===== config.mk =====
export PLATFORM = sky130hd
export DESIGN_NAME = fp_ci_master
export DESIGN_NICKNAME = d
export VERILOG_FILES = /design/src/rtl/fp_ci_master.sv
export SDC_FILE = /design/constraint.sdc
export NUM_CORES = 1
export LEC_CHECK = 0
export CORE_ASPECT_RATIO = 0.9
export CORE_MARGIN = 5
export CORE_UTILIZATION = 49
export DETAILED_ROUTE_END_ITERATION = 16
export GPL_TIMING_DRIVEN = 0
export PLACE_DENSITY = 0.77
export SETUP_SLACK_MARGIN = 0.02
export SYNTH_ARGS = -nofsm -noshare
export SYNTH_HDL_FRONTEND = slang
export SYNTH_SLANG_ARGS = --single-unit
export TNS_END_PERCENT = 50

===== constraint.sdc =====
create_clock -name clk -period 2.7 [get_ports clk]
set_input_delay 0.405 -clock clk [delete_from_list [all_inputs] [get_ports clk]]
set_output_delay 0.405 -clock clk [all_outputs]
set_load 0.01 [all_outputs]

===== src/rtl/fp_ci_master.sv =====
// fp_ci_master: buffers operand pairs and issues them one at a time to an FP custom-instruction unit
module fp_ci_master #(
  parameter int          FIFO_DEPTH = 4,
  parameter int          TIMEOUT    = 255,
  parameter logic [31:0] NAN_WORD   = 32'h7FC00000
) (
  input  logic        clk,
  input  logic        reset,
  input  logic        cmd_valid,
  output logic        cmd_ready,
  input  logic [31:0] cmd_a,
  input  logic [31:0] cmd_b,
  output logic [31:0] dataa,
  output logic [31:0] datab,
  output logic        enable,
  input  logic        done,
  input  logic [31:0] result,
  output logic        rsp_valid,
  input  logic        rsp_ready,
  output logic [31:0] rsp_data,
  output logic        rsp_timeout,
  output logic        busy
);
  localparam int AW = $clog2(FIFO_DEPTH);
  localparam int CW = $clog2(FIFO_DEPTH + 1);
  typedef enum logic [1:0] {IDLE, WAIT, RESP} state_t;
  state_t        r_state;
  logic [31:0]   r_fa [FIFO_DEPTH];
  logic [31:0]   r_fb [FIFO_DEPTH];
  logic [AW-1:0] r_wp, r_rp;
  logic [CW-1:0] r_cnt;
  logic [15:0]   r_wcnt;
  logic [31:0]   r_dataa, r_datab, r_rsp_data;
  logic          r_enable, r_rsp_valid, r_rsp_timeout;
  logic          w_full, w_push, w_pop;
  assign w_full      = r_cnt == CW'(FIFO_DEPTH);
  assign w_push      = cmd_valid && !w_full;
  assign w_pop       = r_state == IDLE && r_cnt != '0;
  assign cmd_ready   = !w_full;
  assign busy        = r_state != IDLE;
  assign dataa       = r_dataa;
  assign datab       = r_datab;
  assign enable      = r_enable;
  assign rsp_valid   = r_rsp_valid;
  assign rsp_data    = r_rsp_data;
  assign rsp_timeout = r_rsp_timeout;
  // operand storage; validity is tracked by the pointers, so no reset is needed here
  always_ff @(posedge clk)
    if (w_push) begin
      r_fa[r_wp] <= cmd_a;
      r_fb[r_wp] <= cmd_b;
    end
  // pointers wrap naturally because the depth is a power of two
  always_ff @(posedge clk)
    if (reset) begin
      r_wp  <= '0;
      r_rp  <= '0;
      r_cnt <= '0;
    end else begin
      r_wp  <= w_push ? r_wp + 1'b1 : r_wp;
      r_rp  <= w_pop ? r_rp + 1'b1 : r_rp;
      r_cnt <= r_cnt + CW'(w_push) - CW'(w_pop);
    end
  // issue/wait/respond sequencer; done is ignored in the first WAIT cycle to reject a stale flag
  always_ff @(posedge clk)
    if (reset) begin
      r_state       <= IDLE;
      r_wcnt        <= '0;
      r_dataa       <= '0;
      r_datab       <= '0;
      r_enable      <= 1'b0;
      r_rsp_valid   <= 1'b0;
      r_rsp_data    <= '0;
      r_rsp_timeout <= 1'b0;
    end else begin
      case (r_state)
        IDLE:
          if (w_pop) begin
            r_dataa  <= r_fa[r_rp];
            r_datab  <= r_fb[r_rp];
            r_enable <= 1'b1;
            r_wcnt   <= '0;
            r_state  <= WAIT;
          end
        WAIT:
          if (r_wcnt != '0 && done) begin
            r_rsp_data    <= result;
            r_rsp_timeout <= 1'b0;
            r_rsp_valid   <= 1'b1;
            r_enable      <= 1'b0;
            r_state       <= RESP;
          end else if (r_wcnt == 16'(TIMEOUT)) begin
            r_rsp_data    <= NAN_WORD;
            r_rsp_timeout <= 1'b1;
            r_rsp_valid   <= 1'b1;
            r_enable      <= 1'b0;
            r_state       <= RESP;
          end else begin
            r_wcnt <= r_wcnt + 16'd1;
          end
        RESP:
          if (rsp_ready) begin
            r_rsp_valid <= 1'b0;
            r_state     <= IDLE;
          end
        default: r_state <= IDLE;
      endcase
    end
endmodule


Yosys cells after proc, flatten, opt, wreduce, memory -nomap -nowiden

Memories as Yosys holds them, arrays and structs flattened. A register that Yosys moved wholly into a read port is not among the register bits.
Cells that the tools add are included.
W data, S select, Z words.

Logic and storage cells: 64
Register bits after elaboration: 60
RAM bits: 256
Input port bits: 101
Output and inout port bits: 101
Memories: 2

Reductions and logical operators: 17
Multiplexer cells: 22
Equal/unequal tests: 9
$add $sub $neg: 5

Memories:

| name | depth | width | read ports | clocked after memory_dff | wr ports | RTL line | source |
|---|---|---|---|---|---|---|---|
| r_fa | 4     | 32    | 1          | 1                        | 1        | 28       | `logic [31:0] r_fa [FIFO_DEPTH];` |
| r_fb | 4     | 32    | 1          | 1                        | 1        | 29       | `logic [31:0] r_fb [FIFO_DEPTH];` |

Operators by type and width:

| operator                | count |
|---|---|
| $mux W32                | 2 |
| $mux W16                | 3 |
| $pmux W16 S2            | 1 |
| $add A16 B1 Y16 const B | 1 |
| $eq A16 B8 Y1 const B   | 1 |
| $reduce_bool A16 Y1     | 1 |
| $mux W1                 | 9 |
| $reduce_and A3 Y1       | 3 |
| $mux W2                 | 4 |
| $ne A2 B2 Y1 const B    | 4 |
| $reduce_bool A2 Y1      | 4 |
| $pmux W2 S3             | 1 |
| $add A2 B1 Y2 const B   | 2 |
| $pmux W1 S2             | 2 |
| $reduce_and A2 Y1       | 2 |
| $reduce_and A4 Y1       | 1 |
| $add A3 B1 Y3           | 1 |
| $eq A3 B3 Y1 const B    | 1 |
| $logic_and A1 B1 Y1     | 3 |
| $ne A3 B3 Y1 const B    | 1 |
| $reduce_bool A3 Y1      | 1 |
| $sub A3 B1 Y3           | 1 |
| $eq A2 B1 Y1 const B    | 1 |
| $eq A2 B2 Y1 const B    | 1 |
| 2 further kinds         | 2 |

Logic depth before layout (Yosys ltp)

Word-level depth: 5
Mapped depth: 12
Gate-level depth less buffers: 12

Least setup slack after synthesis

OpenSTA, ideal clock, no wires.

Path type: reg-to-reg
Start: register r_state[0]
End: register r_cnt[2]
Required time: 2572 ps
Period minus slack after synthesis: 2637 ps
Slack: 63 ps
Data arrival time: 2510 ps
Library setup time: 128 ps
Stages on the path, launching flop included: 13
Buffers on the path: 1
Cell sequence: dfxtp_1 -> or2_2 -> or2_2 -> inv_2 -> clkbuf_1 -> ha_1 -> inv_1 -> ha_1 -> inv_1 -> fa_1 -> xor2_1 -> xnor2_1 -> nor2_1

Word-level cells in the longest chain between the ends: 3

RTL lines:

| what                     | RTL line | source |
|---|---|---|
| start: declaration       | 27       | `state_t r_state;` |
| start signal: assignment | 67       | `r_state <= IDLE;` |
| start signal: assignment | 83       | `r_state <= WAIT;` |
| start signal: assignment | 91       | `r_state <= RESP;` |
| $logic_not A2 Y1         | 38       | `assign w_pop = r_state == IDLE && r_cnt != '0;` |
| $logic_and A1 B1 Y1      | 38       |  |
| named net w_pop          | 35       | `logic w_full, w_push, w_pop;` |
| $sub A3 B1 Y3            | 62       | `r_cnt <= r_cnt + CW'(w_push) - CW'(w_pop);` |
| end signal: assignment   | 62       |  |
| end: declaration         | 31       | `logic [CW-1:0] r_cnt;` |

The timed path passes the listed nets, and every way through them passes these cells.
A chain may end at the register's enable or synchronous reset.

Worst setup path after layout

Ends and elaborated chain as after synthesis.

==> results summary <==
The critical path goes through or2_2 -> or2_4 -> inv_6 -> clkbuf_8 -> ha_1 -> inv_1 -> ha_1 -> inv_1 -> fa_1 -> xor2_1 -> xnor2_1 -> nor2_1. The delay of the slowest critical-path stage came out at 0.38 ns. The clock latency on the worst-skew pair came out at 0.51 ns. The die area came out at 31900 um^2. The detailed-placement wirelength estimate is 20.4 mm.

The H-tree was split into 2 levels. The clock passes through at most 3 buffers. The worst-case headroom to the max-slew limit is 30.9%. The startpoint identified for the worst hold timing path is dataa[18]$_SDFFE_PP0P_. For this design the static power due to leakage is 5.89 nW. The startpoint type of the worst setup path is a flop. The internal power is 12.4 mW. In this run, synthesis produced a sequential element count of 380. The TritonCTS clock tree is built. Data on the critical path is required at its endpoint by 3.07 ns. The number of slew-limit violations in the final report came out at 0.

The net total in the final layout came out at 1272. The antenna diode count came out at 0. The critical-path cell with the highest stage delay is sky130_fd_sc_hd__fa_1. The type of the most critical hold path is reg -> reg. Data on the critical path arrives at its endpoint at 2.94 ns.

The critical path is of the reg -> reg type. The number of placement rows is 58. The worst hold margin came out at 0.451 ns. The total DRC errors in the routed layout came out at 0. The run finished with clean final reports. The area of the core is 27900 um^2. The effective utilization at floorplan came out at 49.8%. The register-to-register setup slack is 0.13 ns.

In this run the critical register-to-register path is captured at r_cnt[2]$_SDFF_PP0_. The area overhead of the layout relative to synthesis is 28.0%. The count of distinct cell types in the synthesized netlist is 44. The worst setup path is captured at a flop. Power spread over the standard cell area amounts to 980 nW/um^2.

Measured in cells, the most critical reg-to-reg path has a length of 12. Grouping stages by cell kind, the critical path spends the most delay in adder cells. The CTS buffer count came out at 40. The instance count of the mapped netlist is 912. Before CTS, the worst setup slack after placement is -0.455 ns.

The worst hold path depth is 2. Dividing the detail-routed via count by the number of cells gives 5.41. The reported max-cap violation count is 0.

The average instance area after synthesis came out at 15.2 um^2. Of the total power, combinational logic draws 26.9%. Dividing the detail-routed wire length by the instance count gives 20.2 um. The all-layer global routing usage is 19.5%.

The beginning of the worst register-to-register path is r_state[0]$_SDFFE_PP0P_. The fraction of the yosys area taken by sequential cells came out at 73.1%. The number of global-route vias before repair came out at 8706.

The setup total negative slack came out at 0 ns. The total instance count after detailed placement is 1477. After the first detailed-routing iteration, the DRC count stood at 530. Of all nets on the critical path, the largest fanout is 10. The number of buffers and inverters on the critical path is 4. In this run, post-CTS hold repair placed 0 buffers. The maximum ir drop on the vdd rail came out at 0.763 mV. The transition time of the tightest slew-check pin came out at 1.03 ns. The worst hold path terminates at dataa[18]$_SDFFE_PP0P_. The clock sink count is 380. The part of the power in the clock network came out at 29.9%. Before antenna repair, the detailed router went through 5 iterations. The clock-pin slew on the worst setup and hold paths came out at 0.06 ns. The overall routed net length came out at 31.4 mm. The library cell used most frequently in the layout, excluding fill and tap cells, is sky130_fd_sc_hd__edfxtp_1. In this run the power spent charging and discharging nets is 5.00 mW. At the end of routability-driven placement, the weighted congestion stood at 0.813. The cell sitting at the root of the clock tree is a sky130_fd_sc_hd__clkbuf_16. Net switching is 28.7% of the power. Entering global routing, the biggest net connects 54 pins. Setup repair after global routing could not meet its margin everywhere. The share of total power in sequential cells came out at 43.2%. The initial antenna violation count came out at 2. The fill cell instance count of the final layout is 2050. The count of placed standard cells in the final layout, fillers left out is 1552. The overall die height is 170 um. The number of routed nets with antenna violations came out at 0.

The post-route clock period utilization came out at 95.1%. The highest clock rate is 389 MHz. The total via count after detailed routing is 8403.

The die is 188 um wide. The leftover overflow at the end of global routing came out at 0. The global-route wire length before repair came out at 49.0 mm. In the layout the commonest cells are sky130_fd_sc_hd__edfxtp_1 (256), sky130_fd_sc_hd__clkdlybuf4s50_1 (201), sky130_fd_sc_hd__nand2_1 (153). Synthesis produced a netlist with a net count of 1022. Between clock sinks in the finished design, the worst skew comes to 0.0102 ns. The cell area that synthesis handed to floorplanning was 13900 um^2. The worst path needs 2.57 ns of the cycle, external delays included. The number of I/O port buffers came out at 201. The final hold violation count is 0.

In this run the count of I/O pins placed on the die edge is 202. Once routing completed, OpenROAD measured the worst setup slack at 0.133 ns. The Yosys step of the flow raised 0 warnings. The setup violation total in the final timing report is 0.

The share of post-route cells with drive strength above 1 came out at 12.5%.
power by group through the flow:
stage          sequential (mW)  combinational (mW)  clock [mW]
3_3_place_gp              7.66                4.51           0
5_1_grt                   7.60                5.13        5.60
4_1_cts                   7.53                4.78        5.30
6_report                  7.52                4.70        5.21
3_5_place_dp              7.64                4.67           0
2_1_floorplan             7.77                2.42           0
how the worst max path moves through the flow:
stage / depth (start not counted) / to / startpoint
floorplan: 12 / r_cnt[2]$_SDFF_PP0_ / r_state[0]$_SDFFE_PP0P_
global placement: 2 / r_fa[0][23]$_DFFE_PP_ / cmd_valid
detailed placement: 12 / r_cnt[2]$_SDFF_PP0_ / r_state[0]$_SDFFE_PP0P_
CTS: 12 / r_cnt[2]$_SDFF_PP0_ / r_state[0]$_SDFFE_PP0P_
global route: 12 / r_cnt[2]$_SDFF_PP0_ / r_state[0]$_SDFFE_PP0P_
finish: 12 / r_cnt[2]$_SDFF_PP0_ / r_state[0]$_SDFFE_PP0P_
timing repair:
item | 4_1_cts | 5_1_grt
setup endpoints to repair | 2 | 23
gates resized for setup | 5 | 2
setup buffers | 3 | 0
cells by family (layout without fill, tap and decap cells):
family                   Yosys count  after routing  share of synthesized area [%]
buffers and inverters             68            348                           1.91
AND/OR/NAND/NOR                  249            249                           7.55
adder cells (fa/ha/maj)            9              9                          0.864
multiplexers                      64             64                           10.4
AO/OA/AOI/OAI                    137            137                           5.86
XOR/XNOR                           5              5                          0.315
flip-flops                       380            380                           73.1
area by class of cell:
class                           count  area, um^2  share of cell area [%]
Inverter                           19        76.3                   0.429
Clock inverter                     16         128                   0.717
Tap cell                          360         450                    2.53
Buffer                             49         204                    1.15
Sequential cell                   380       10200                    57.2
Clock buffer                       56        1130                    6.36
Timing Repair Buffer              208        2130                    12.0
Multi-Input combinational cell    464        3500                    19.7
worst min-delay path, cell delays in order, from the launching register on:
cell and delay (ns):
sky130_fd_sc_hd__dfxtp_1 0.30, sky130_fd_sc_hd__nand2_1 0.05, sky130_fd_sc_hd__a21oi_1 0.05
per-layer routing:
| metal | global-route usage [%] | vias to the layer above | wire, um |
|---|---|---|---|
| met2 | 33.3 | 278 | 15300 |
| li1 | - | 3910 | - |
| met3 | 5.02 | 54 | 2170 |
| met5 | 0 | - | 27 |
| met1 | 25.5 | 4157 | 13300 |
| met4 | 4.88 | 4 | 649 |
sequential cells by signal, indices dropped and copies added (netlist names), 3 cells and up:
register and flops:
r_fa 128, dataa 32, r_cnt 3, r_fb 128, datab 32, rsp_data 32, r_wcnt 16
Yosys cell counts (all sizes together):
cell,count,area (um^2)
edfxtp,256,7690
nand2,153,574
dfxtp,124,2480
a21oi,74,370
mux4,64,1440
nor2,57,214
clkbuf,35,131
a22oi,23,173
inv,19,71.3
o21ai,19,98.9
buf,14,62.6
a211oi,9,67.6
ha,8,100
nor3,7,35.0
a31oi,6,37.5
and3,5,31.3
nand3,5,25.0
nand4,4,25.0
or4,3,33.8
xnor2,3,26.3
nand3b,2,15.0
nor2b,2,12.5
nor3b,2,15.0
nor4,2,18.8
o41ai,2,25.0
or2,2,12.5
xor2,2,17.5
a311oi,1,15.0
and2,1,6.26
fa,1,20.0
nand2b,1,6.26
o31a,1,8.76
o31ai,1,7.51
o41a,1,11.3
or3,1,6.26
or3b,1,8.76
or4b,1,10.0
stage by stage:
step	utilization, %	power, mW	area (um^2)
final	63.7	17.4	17800
after global routing	63.7	18.3	17800
after detailed placement	59.0	12.3	16500
after CTS	63.6	17.6	17800
after floorplan	-	10.2	13900
after global placement	58.6	12.2	16400
Power figures use the tool's default switching activity.
